`src/rtl/set_bit_index_iterator_pkg.sv`:
```
// Shared types and helpers for the set-bit index iterator.
package set_bit_index_iterator_pkg;

    typedef enum logic {
        IDLE = 1'b0,
        EMIT = 1'b1
    } iter_state_t;

    localparam int DEFAULT_WORD_WIDTH = 8;

    // Index must hold 0..w inclusive; w itself flags an all-zero word.
    function automatic int calc_index_width(input int w);
        return $clog2(w + 1);
    endfunction

    localparam int DEFAULT_INDEX_WIDTH = calc_index_width(DEFAULT_WORD_WIDTH);

endpackage

```
`src/rtl/set_bit_index_iterator_lsb.sv`:
```
// Combinational lowest-set-bit finder: one-hot isolate, then encode to binary.
module lowest_set_bit_index
    import set_bit_index_iterator_pkg::*;
#(
    parameter int WORD_WIDTH  = DEFAULT_WORD_WIDTH,
    parameter int INDEX_WIDTH = calc_index_width(WORD_WIDTH)
) (
    input  logic [WORD_WIDTH-1:0]  i_word,
    output logic [INDEX_WIDTH-1:0] o_index,
    output logic                   o_zero,
    output logic [WORD_WIDTH-1:0]  o_onehot
);

    logic [WORD_WIDTH-1:0] w_onehot;

    // Two's-complement trick leaves only the rightmost 1.
    assign w_onehot = i_word & (~i_word + 1'b1);
    assign o_onehot = w_onehot;
    assign o_zero   = (i_word == '0);

    // One-hot to binary; an empty word reports WORD_WIDTH.
    always_comb begin
        o_index = '0;
        for (int i = 0; i < WORD_WIDTH; i++) begin
            if (w_onehot[i]) begin
                o_index = INDEX_WIDTH'(i);
            end
        end
        if (o_zero) begin
            o_index = INDEX_WIDTH'(WORD_WIDTH);
        end
    end

endmodule

```
`src/rtl/set_bit_index_iterator.sv`:
```
// Accepts a bitmask and emits the index of each set bit, one per cycle.
//   state | meaning
//   IDLE  | waiting for a word, input_ready high
//   EMIT  | presenting indices from the residual word
module set_bit_index_iterator
    import set_bit_index_iterator_pkg::*;
#(
    parameter int WORD_WIDTH    = DEFAULT_WORD_WIDTH,
    parameter bit SCAN_FROM_MSB = 1'b0,
    localparam int INDEX_WIDTH  = calc_index_width(WORD_WIDTH)
) (
    input  logic                   i_clock,
    input  logic                   i_clear,
    input  logic [WORD_WIDTH-1:0]  i_input_word,
    input  logic                   i_input_valid,
    output logic                   o_input_ready,
    output logic [INDEX_WIDTH-1:0] o_output_index,
    output logic                   o_output_last,
    output logic                   o_output_empty,
    output logic                   o_output_valid,
    input  logic                   i_output_ready
);

    iter_state_t r_state;
    iter_state_t w_state_next;

    logic [WORD_WIDTH-1:0]  r_residual;
    logic [WORD_WIDTH-1:0]  w_scan_word;
    logic [WORD_WIDTH-1:0]  w_scan_mask;
    logic [WORD_WIDTH-1:0]  w_emit_mask;
    logic [WORD_WIDTH-1:0]  w_remaining;
    logic [INDEX_WIDTH-1:0] w_scan_index;
    logic [INDEX_WIDTH-1:0] w_emit_index;
    logic                   w_zero;
    logic                   w_last;
    logic                   w_in_hs;
    logic                   w_out_hs;

    // MSB-first reuses the LSB finder on a bit-reversed word.
    always_comb begin
        w_scan_word = '0;
        w_emit_mask = '0;
        for (int i = 0; i < WORD_WIDTH; i++) begin
            if (SCAN_FROM_MSB) begin
                w_scan_word[i] = r_residual[WORD_WIDTH-1-i];
                w_emit_mask[i] = w_scan_mask[WORD_WIDTH-1-i];
            end else begin
                w_scan_word[i] = r_residual[i];
                w_emit_mask[i] = w_scan_mask[i];
            end
        end
    end

    lowest_set_bit_index #(
        .WORD_WIDTH  (WORD_WIDTH),
        .INDEX_WIDTH (INDEX_WIDTH)
    ) u_lsb (
        .i_word   (w_scan_word),
        .o_index  (w_scan_index),
        .o_zero   (w_zero),
        .o_onehot (w_scan_mask)
    );

    // Map the reversed-domain index back; the empty code stays WORD_WIDTH.
    always_comb begin
        if (SCAN_FROM_MSB && !w_zero) begin
            w_emit_index = INDEX_WIDTH'(WORD_WIDTH - 1) - w_scan_index;
        end else begin
            w_emit_index = w_scan_index;
        end
    end

    assign w_remaining = r_residual & ~w_emit_mask;
    assign w_last      = (w_remaining == '0);
    assign w_in_hs     = i_input_valid & o_input_ready;
    assign w_out_hs    = o_output_valid & i_output_ready;

    // State register.
    always_ff @(posedge i_clock) begin
        if (i_clear) begin
            r_state <= IDLE;
        end else begin
            r_state <= w_state_next;
        end
    end

    // Next-state logic; a new word arriving on the final handshake keeps us in EMIT.
    always_comb begin
        w_state_next = r_state;
        case (r_state)
            IDLE: if (w_in_hs) w_state_next = EMIT;
            EMIT: if (w_out_hs && w_last && !w_in_hs) w_state_next = IDLE;
            default: w_state_next = IDLE;
        endcase
    end

    // Outputs are forced to zero outside EMIT so idle/reset values are clean.
    always_comb begin
        o_output_valid = 1'b0;
        o_output_index = '0;
        o_output_last  = 1'b0;
        o_output_empty = 1'b0;
        o_input_ready  = 1'b1;
        if (r_state == EMIT) begin
            o_output_valid = 1'b1;
            o_output_index = w_emit_index;
            o_output_last  = w_last;
            o_output_empty = w_zero;
            o_input_ready  = i_output_ready & w_last;
        end
    end

    // Residual: load on input handshake, otherwise drop the emitted bit.
    always_ff @(posedge i_clock) begin
        if (i_clear) begin
            r_residual <= '0;
        end else if (w_in_hs) begin
            r_residual <= i_input_word;
        end else if (w_out_hs) begin
            r_residual <= w_remaining;
        end
    end

endmodule

```
`config.mk`:
```
export PLATFORM = sky130hd
export DESIGN_NAME = set_bit_index_iterator
export DESIGN_NICKNAME = d
export VERILOG_FILES = /design/src/rtl/set_bit_index_iterator_pkg.sv /design/src/rtl/set_bit_index_iterator_lsb.sv /design/src/rtl/set_bit_index_iterator.sv
export SDC_FILE = /design/constraint.sdc
export NUM_CORES = 1
export LEC_CHECK = 0
export ABC_AREA = 0
export CAP_MARGIN = 20
export CORE_MARGIN = 2
export CORE_UTILIZATION = 30
export DETAILED_ROUTE_END_ITERATION = 8
export PLACE_DENSITY = 0.59
export SYNTH_ARGS = -nofsm -noshare
export SYNTH_HDL_FRONTEND = slang
export SYNTH_HIERARCHICAL = 1
export SYNTH_SLANG_ARGS = --single-unit
```
`constraint.sdc`:
```
create_clock -name i_clock -period 1.8 [get_ports i_clock]
set_clock_uncertainty 0.1 [all_clocks]
set_input_delay 0.36 -clock i_clock [delete_from_list [all_inputs] [get_ports i_clock]]
set_output_delay 0.36 -clock i_clock [all_outputs]
set_load 0.05 [all_outputs]
```
==> results of run 1 <==
## layer usage
layer,vias up,routed length (microns),global-route usage [%]
met5,-,0,0
met4,0,16,8.974
met3,2,67,2.571
met2,18,1253,33.12
met1,455,1041,23.08
li1,438,-,-
## sequential cells by signal, summed over array words and instances (netlist names)
register and count:
r_residual 8, r_state 1
## synthesized netlist by cell type
cell type,n
o221ai_1,2
nor3_2,1
clkbuf_1,2
inv_1,17
o21ai_2,1
nand2_2,1
and3_2,1
a21boi_0,1
or2b_1,1
buf_4,2
clkinv_1,1
o22ai_1,1
nand2_1,17
a221o_1,1
nor2_1,8
o41ai_1,1
nor4b_1,1
nor4_2,1
o22ai_2,2
and2_1,8
o32ai_1,8
o41a_1,1
nand2b_1,3
o21ai_0,1
nor4_1,1
buf_1,1
dfxtp_1,9
and2_2,1
o221ai_2,1
a21oi_1,2
## timing repair
action / CTS / global route
resized for setup: 23 / 9
hold buffers: 0 / 0
cloned: 0 / 0
pin swaps: 11 / 9
setup endpoints to repair: 16 / 16
setup buffers: 7 / 4
## logic make-up after synthesis
| logic type | share of synthesized area (%) |
|---|---|
| and+or+nand+nor | 32.80 |
| buffers and inverters | 13.44 |
| AOI/OAI and AO/OA | 27.96 |
| DFF | 25.81 |
## per-stage QoR
stage	power (W)	worst slack, ns	hold slack [ns]	TNS (ns)	cell area, sq um
3_3_place_gp	0.0006930	-0.2647	0.3942	-2.236	1247
4_1_cts	0.0009225	-0.5658	0.4413	-4.657	1390
6_report	0.0009495	-0.5947	0.4568	-5.871	1445
3_5_place_dp	0.0006970	-0.3038	0.4148	-2.526	1247
2_1_floorplan	0.0004878	-0.3997	0.3669	-1.637	765.7
5_1_grt	0.001004	-0.6886	0.4792	-7.362	1445
## power by group
group	internal (W)	switching (W)
sequential	0.000218	0.0000258
clock	0.0000852	0.0000678
combinational	0.000293	0.000260
total	0.000596	0.000354
## area by class of cell
| type | count | area [sq um] |
|---|---|---|
| Timing Repair Buffer | 54 | 551.8 |
| Inverter | 18 | 67.56 |
| Fill cell | 190 | 767.0 |
| Tap cell | 28 | 35.03 |
| Sequential cell | 9 | 195.2 |
| Multi-Input combinational cell | 66 | 569.3 |
| Clock buffer | 4 | 26.28 |
## final timing paths
check | startpoint | to | slack (ns) | cells after the start
setup / recovery | r_residual[1] | o_input_ready | -0.59 | 6
hold / removal | r_residual[3] | r_residual[3] | 0.46 | 2
setup reg to reg | r_residual[1] | r_residual[5] | -0.39 | 7
hold reg to reg | r_residual[3] | r_residual[3] | 0.46 | 2
## worst register-to-register path: stages, from the launching register on
cell,delay (ns)
dfxtp_4,0.36
nor4_4,0.33
nand2_2,0.13
nor2_4,0.13
o22ai_4,0.10
buf_6,0.13
o41a_1,0.53
o32ai_1,0.28
==> impl_metrics.csv, run 1 <==
group,metric,value,unit
status,status,"finished with violations",
status,violations,"setup timing",
synthesis,syn_nets,110,
grt,grt_max_degree,10,
drt,firstDrtPassIters,4,
worst_setup_path,cp-start-kind,"register",
sta,slew_viol_final,0,
final_layout,fin_util,65.33,%
sta,setup_viol,16,
sta,finalHoldViolations,0,
floorplan,die_area,2729,sq um
clock_network,root_buffer,"clkbuf_4",
final_layout,nets,164,
drt,drc,0,
place,dp_hpwl,1670,microns
place,dpl.cell_count,167,
final_layout,drive_gt1_share,51.66,%
clock_network,cts_buffer_depth,2,
clock_network,clk-insertion-delay-late,0.26,ns
synthesis,synth.distinct_cells,30,
clock_network,numCtsBuffers,3,
synthesis,synth_top_area_cell,"dfxtp_1",
grt,grt_pass1_wl,3829,microns
place,place_congestion,0.8561,
synthesis,syn_area_per_cell,7.124,sq um
synthesis,ys_ff_latch,9,
floorplan,num_rows,17,
final_layout,n_antenna_cell,0,
final_layout,layout_commonest_cell,"buf_4",
sta,period_needed,2.395,ns
sta,rsz0062_at_grt,"yes",
worst_setup_path,crit_path_max_fanout,4,
final_layout,syn_to_final_growth,107.0,%
worst_setup_path,worst_ep_required_time,1.34,ns
synthesis,netlist_instances,98,
worst_setup_path,cp_top_family,"simple AND/OR/NAND/NOR gates",
clock_network,cts_tree,"built",
clock_network,h-tree-depth,1,
grt,antenna_found_initial,0,
synthesis,synth.top_cells.by_area,"dfxtp_1, o32ai_1, inv_1",
worst_setup_path,slowest_delay,0.44,ns
sta,worst_slack,-0.5947,ns
pwr,leakagePower,0.5965,nW
drt,vias,913,
drt,ant_nets,0,
final_layout,layout_common_cells,"buf_4, inv_1, nand2_1",
sta,slew_headroom,70.63,%
sta,worst_pin_slew,0.4405,ns
drt,drt_iter0_markers,9,
floorplan,initial_utilization,31.56,%
drt,wl_per_cell,13.29,microns
place,numPortBuffers,19,
floorplan,pin_count,20,
drt,via_per_inst,5.101,
synthesis,syn-cell-area,698.2,sq um
pwr,ir_worst_vdd,0.4778,mV
flow_run,drv_cap,0,
worst_setup_path,criticalPathCategory,"register to output pin",
sta,period_share,133.0,%
worst_setup_path,path_cells,"nor4_4 > nand2_2 > nor2_4 > o22ai_4 > o41ai_4 > buf_12",
worst_setup_path,setup.worst_path.end_class,"output pin",
grt,grtUsageTotal,19.08,%
worst_setup_path,worstPathBufferInverterCount,1,
synthesis,ys_warn_count,6,
worst_setup_path,critPathArrivalTime,1.93,ns
floorplan,core_area,2212,sq um
final_layout,instances_no_fill,179,
worst_hold_path,min_path_type,"register to register",
clock_network,clock-sinks,9,
drt,finalWirelength,2379,microns
grt,grt_pass1_vias,874,
clock_network,clk_pin_slew_worst_paths,0.06,ns
floorplan,die_y,52.24,microns
pwr,power_density,657.0,nW/um^2
sta,fmax,417.6,MHz
grt,grt_overflow_total,0,
worst_setup_path,slowest_stage,"o41ai_4",
synthesis,ys_seq_area_share,25.81,%
synthesis,synth_top_area_share,25.81,%
floorplan,dieWidth,52.24,microns
Power figures use the tool's default switching activity.
==> run 2: changes to the inputs <==
CORE_MARGIN = 5   (was 2)
==> run 2 against run 1 <==
The run still ends with setup timing left. Global-route usage down 4.6 points. Total power shrank 3.0%. Clock power about the same. Critical endpoint unchanged.
==> impl_metrics.csv, run 2 (synthesized netlist as in run 1, its figures left out) <==
group,metric,value,unit
status,status,"finished with violations",
status,violations,"setup timing",
pwr,clockPowerShare,17.0,%
worst_hold_path,hold_depth,2,
final_layout,n_antenna_cell,0,
worst_setup_path,r2r_cells,8,
floorplan,num_rows,17,
clock_network,cts_buffer_depth,2,
worst_setup_path,reg2reg_setup_slack,-0.45,ns
worst_setup_path,slowest_stage,"o41ai_4",
grt,grt_pass1_wl,3822,microns
worst_setup_path,setup.worst_path.end_class,"output pin",
final_layout,layout_common_cells,"buf_4, inv_1, nand2_1",
floorplan,die_y,58.24,microns
pwr,leakagePower,0.5668,nW
final_layout,instances_no_fill,174,
place,preCtsSetupSlack,-0.3226,ns
pwr,p_int,0.0005775,W
drt,drc,0,
final_layout,fin_util,62.67,%
final_layout,nets,159,
grt,grt_overflow_total,0,
worst_setup_path,r2r-end,"r_residual[7]",
flow_run,drv_cap,0,
pwr,ir_worst_vdd,0.4057,mV
clock_network,clk_pin_slew_worst_paths,0.06,ns
pwr,comb_power_share,56.5,%
worst_setup_path,cp-start-kind,"register",
worst_setup_path,criticalPathCategory,"register to output pin",
sta,finalHoldViolations,0,
pwr,p_sw,0.0003432,W
final_layout,reg_top3,"r_residual: 8 flops, r_state: 1 flops",
sta,rsz0062_at_grt,"yes",
final_layout,multi_input_area,550.5,sq um
sta,period_needed,2.386,ns
worst_hold_path,hold_end,"r_residual[4]",
clock_network,numCtsBuffers,3,
sta,worst_pin_slew,0.4077,ns
worst_setup_path,path_cells,"buf_4 > nor4b_2 > buf_4 > o22ai_4 > o41ai_4 > buf_12",
worst_setup_path,cpMostUsedCell,"buf_4",
final_layout,fill_cells,205,
drt,finalWirelength,2231,microns
final_layout,drive_gt1_share,48.63,%
clock_network,clock-sinks,9,
final_layout,syn_to_final_growth,98.57,%
sta,fmax,419.1,MHz
worst_hold_path,hold_path_startpoint,"r_residual[4]",
place,numPortBuffers,19,
worst_hold_path,min_path_type,"register to register",
clock_network,clk-insertion-delay-late,0.26,ns
clock_network,h-tree-depth,1,
final_layout,layout_commonest_cell,"buf_4",
sta,slew_headroom,72.82,%
floorplan,die_area,3392,sq um
floorplan,initial_utilization,31.56,%
drt,firstDrtPassIters,5,
floorplan,core_area,2212,sq um
clock_network,root_buffer,"clkbuf_4",
final_layout,register_area,196.4,sq um
sta,hold_slack,0.4346,ns
place,dp_hpwl,1789,microns
worst_setup_path,crit_path_max_fanout,5,
drt,wl_per_cell,12.82,microns
drt,via_per_inst,4.891,
worst_setup_path,worst_ep_required_time,1.34,ns
place,dpl.cell_count,166,
floorplan,dieWidth,58.24,microns
worst_setup_path,critPathArrivalTime,1.93,ns
drt,drt_iter0_markers,25,
worst_setup_path,slowest_delay,0.43,ns
place,place_area,1240,sq um
worst_setup_path,cp_top_family,"buffers and inverters",
worst_setup_path,worstPathBufferInverterCount,3,
floorplan,pin_count,20,
pwr,switching_share,37.27,%
pwr,power_frac_seq,26.5,%
sta,slew_viol_final,0,
worst_setup_path,rr_startpoint,"r_residual[1]",
final_layout,largest_reg_flops,8,
drt,vias,851,
sta,period_share,132.6,%
sta,worst_slack,-0.5861,ns
place,place_congestion,0.8531,
final_layout,final_area,1386,sq um
clock_network,cts_tree,"built",
grt,grtUsageTotal,14.51,%
grt,grt_pass1_vias,865,
sta,setup_viol,16,
grt,antenna_found_initial,0,
pwr,power_density,664.2,nW/um^2
drt,ant_nets,0,
final_layout,top_register,"r_residual",
grt,grt_max_degree,10,
-- run 2: cell types whose count changed in the layout (fill, tap and decap cells not counted) --
cell and delta:
buf_4 -4, o32ai_1 +2, o32ai_2 -2, a21oi_1 +1, a21oi_2 -1, buf_6 -1, dfxtp_1 -1, dfxtp_2 +1
-- run 2: how the worst max path moves through the flow --
stage | from | cells after the start | endpoint | slack [ns]
after floorplan | r_residual[3] | 4 | o_input_ready | -0.40
after global placement | r_residual[3] | 5 | o_input_ready | -0.27
after detailed placement | r_residual[1] | 7 | r_residual[7] | -0.32
after CTS | r_residual[1] | 5 | o_input_ready | -0.58
after global routing | r_residual[1] | 5 | o_input_ready | -0.65
final | r_residual[1] | 6 | o_input_ready | -0.59
-- run 2: timing repair --
| action | in CTS | in global routing |
|---|---|---|
| resized for setup | 23 | 5 |
| hold buffers | 0 | 0 |
| cloned | 0 | 0 |
| buffers inserted | 4 | 2 |
| setup endpoints to repair | 16 | 16 |
| pin swaps | 9 | 3 |
-- run 2: worst register-to-register path: stages, from the launching register on --
cell,delay [ns]
dfxtp_4,0.37
buf_4,0.14
nor4b_2,0.29
buf_4,0.18
o22ai_4,0.08
buf_6,0.13
buf_6,0.10
o41a_1,0.46
o32ai_1,0.31
-- run 2: layout make-up --
class                      instances  share of cell area (%)
multi-input combinational         66                   39.71
clock buffer                       4                   1.895
inverter                          18                   4.874
sequential                         9                   14.17
timing repair buffer              49                   36.82
tap                               28                   2.527
-- run 2: routing by layer --
metal | vias to the layer above | global-route usage (%) | wire [microns]
met5 | - | 0 | 0
met4 | 0 | 4.305 | 14
met3 | 2 | 1.336 | 60
met2 | 12 | 26.45 | 1161
met1 | 401 | 17.84 | 995
li1 | 436 | - | -
-- run 2: through the flow --
stage          setup TNS (ns)  power [W]
2_1_floorplan          -1.637  0.0004878
3_3_place_gp           -2.366  0.0006900
3_5_place_dp           -2.953  0.0006968
4_1_cts                -5.241  0.0009118
5_1_grt                -6.870  0.0009689
6_report               -5.727  0.0009207
-- run 2: power by group through the flow --
stage                     registers, W  clock network, W  logic [W]
after floorplan               0.000253                 0   0.000235
after CTS                     0.000244          0.000163   0.000505
final                         0.000244          0.000156   0.000521
after detailed placement      0.000245                 0   0.000451
after global routing          0.000247          0.000170   0.000552
after global placement        0.000244                 0   0.000446
==> run 3: changes to the inputs <==
PLACE_DENSITY = 0.57   (was 0.59)
clock period = 2.7 ns   (was 1.8 ns; I/O delays follow)
==> run 3 against run 2 <==
The flow still finishes with violations (setup timing). Largest cell class unchanged. Non-clock buffer count down 29. Sequential share of layout area is 3.9 points higher. Critical endpoint unchanged. Cell area fell by 27%.
==> impl_metrics.csv, run 3 (synthesized netlist as in run 1, its figures left out) <==
group,metric,value,unit
status,status,"finished with violations",
status,violations,"setup timing",
drt,finalWirelength,1884,microns
final_layout,fill_cells,226,
sta,period_needed,2.717,ns
worst_setup_path,r2r_cells,6,
final_layout,drive_gt1_share,23.08,%
worst_hold_path,min_path_type,"register to register",
floorplan,pin_count,20,
clock_network,clk_pin_slew_worst_paths,0.07,ns
final_layout,largest_reg_flops,8,
final_layout,reg_top3,"r_residual: 8 flops, r_state: 1 flops",
final_layout,register_area,181.4,sq um
sta,rsz0062_at_grt,"yes",
clock_network,cts_buffer_depth,2,
floorplan,initial_utilization,31.56,%
clock_network,cts_setup_buffers,0,
drt,via_per_inst,5.090,
drt,ant_nets,0,
sta,slew_headroom,66.56,%
clock_network,root_buffer,"clkbuf_4",
floorplan,dieWidth,58.24,microns
grt,grt_pass1_wl,3049,microns
final_layout,top_register,"r_residual",
worst_setup_path,critPathArrivalTime,2.08,ns
worst_hold_path,hold_path_startpoint,"r_residual[5]",
clock_network,clock-sinks,9,
worst_setup_path,setup.worst_path.end_class,"output pin",
worst_setup_path,reg2reg_setup_slack,0.50,ns
sta,slew_viol_final,0,
floorplan,core_area,2212,sq um
worst_setup_path,worst_ep_required_time,2.06,ns
grt,antenna_found_initial,0,
worst_setup_path,cp-start-kind,"register",
worst_setup_path,criticalPathCategory,"register to output pin",
floorplan,num_rows,17,
worst_hold_path,hold_depth,2,
sta,worst_pin_slew,0.5008,ns
worst_hold_path,hold_end,"r_residual[5]",
clock_network,numCtsBuffers,3,
clock_network,cts_tree,"built",
place,dp_hpwl,1380,microns
final_layout,layout_common_cells,"inv_1, nand2_1, clkdlybuf4s50_1",
grt,grt_pass1_vias,684,
drt,vias,738,
clock_network,clk-insertion-delay-late,0.27,ns
drt,drc,0,
worst_setup_path,slowest_stage,"o41ai_4",
final_layout,multi_input_area,484.2,sq um
drt,firstDrtPassIters,4,
sta,finalHoldViolations,0,
clock_network,h-tree-depth,1,
grt,grt_overflow_total,0,
pwr,leakagePower,0.4022,nW
floorplan,die_y,58.24,microns
floorplan,die_area,3392,sq um
pwr,ir_worst_vdd,0.2801,mV
flow_run,drv_cap,0,
worst_setup_path,crit_path_max_fanout,7,
final_layout,final_area,1006,sq um
worst_setup_path,slowest_delay,0.46,ns
grt,grt_max_degree,11,
clock_network,holdBufCountCts,0,
pwr,power_density,487.2,nW/um^2
sta,period_share,100.6,%
grt,grtUsageTotal,11.67,%
final_layout,syn_to_final_growth,44.09,%
final_layout,nets,130,
sta,final.setup.tns,-0.01657,ns
sta,setup_viol,1,
final_layout,fin_util,45.48,%
drt,wl_per_cell,12.99,microns
place,place_congestion,0.8621,
sta,fmax,368.1,MHz
drt,drt_iter0_markers,19,
worst_setup_path,rr_startpoint,"r_residual[1]",
place,place_area,928.4,sq um
place,numPortBuffers,19,
worst_setup_path,r2r-end,"r_residual[6]",
worst_setup_path,path_cells,"nor4_4 > and3_2 > o22ai_2 > o41ai_4 > buf_12",
final_layout,n_antenna_cell,0,
sta,worst_slack,-0.01657,ns
## run 3: changes by cell type in the layout (fill, tap and decap cells not counted), moves of 3 or more
| cell | previous run | this run |
|---|---|---|
| dfxtp_4 | 3 | 0 |
| buf_12 | 8 | 2 |
| buf_4 | 26 | 5 |
| dfxtp_2 | 4 | 1 |
| buf_6 | 4 | 0 |
| and2_4 | 4 | 0 |
| dfxtp_1 | 2 | 8 |
| and2_1 | 4 | 8 |
## run 3: stage by stage
step	std cells	hold slack [ns]	setup WS [ns]	total power, W
after floorplan	98	0.3669	-0.06733	0.0003038
after global placement	141	0.3856	0.2561	0.0003648
after detailed placement	141	0.3871	0.1972	0.0003656
after CTS	145	0.3957	-0.003061	0.0004795
after global routing	145	0.4232	-0.1049	0.0005227
final	145	0.3934	-0.01657	0.0004901
## run 3: report_power, final
group | total [W] | leakage [nW] | switching, W | internal (W)
registers | 0.000168 | 0.0746 | 0.0000230 | 0.000145
clock network | 0.000108 | 0.0177 | 0.0000528 | 0.0000549
logic | 0.000215 | 0.310 | 0.000125 | 0.0000903
total | 0.000490 | 0.402 | 0.000200 | 0.000290
## run 3: worst max-delay path, delay by kind of cell (launching register included)
family,cells,cell delay [ns]
compound gates,2,0.59
flops,1,0.40
buf+inv,1,0.19
simple gates,2,0.63
## run 3: what timing repair did
item                                    4_1_cts  5_1_grt
endpoints found under the setup margin        2        3
pin swaps                                     2        1
gates resized for setup                       1        8
gates cloned                                  0        0
endpoints found under the hold margin         0        0
## run 3: worst max path at each step
stage                  startpoint       endpoint  cells after the start
finish              r_residual[1]  o_input_ready                      5
global route        r_residual[1]  o_input_ready                      5
CTS                 r_residual[0]  o_input_ready                      6
detailed placement  r_residual[0]  o_input_ready                      6
global placement    r_residual[0]  o_input_ready                      6
floorplan           r_residual[1]  o_input_ready                      5
## run 3: layout make-up
class / instances / area share, %
multi-input combinational: 66 / 48.13
clock buffer: 3 / 2.239
tap: 28 / 3.483
inverter: 18 / 6.716
clock inverter: 1 / 0.4975
sequential: 9 / 18.03
timing repair buffer: 20 / 20.90
## run 3: routing by layer
metal  track usage [%]  wire length (microns)  vias to the layer above
li1                  -                      -                      377
met1             14.51                    805                      335
met2             18.06                    913                       22
met3             5.568                    139                        4
met4             2.980                     25                        0
met5                 0                      0                        -
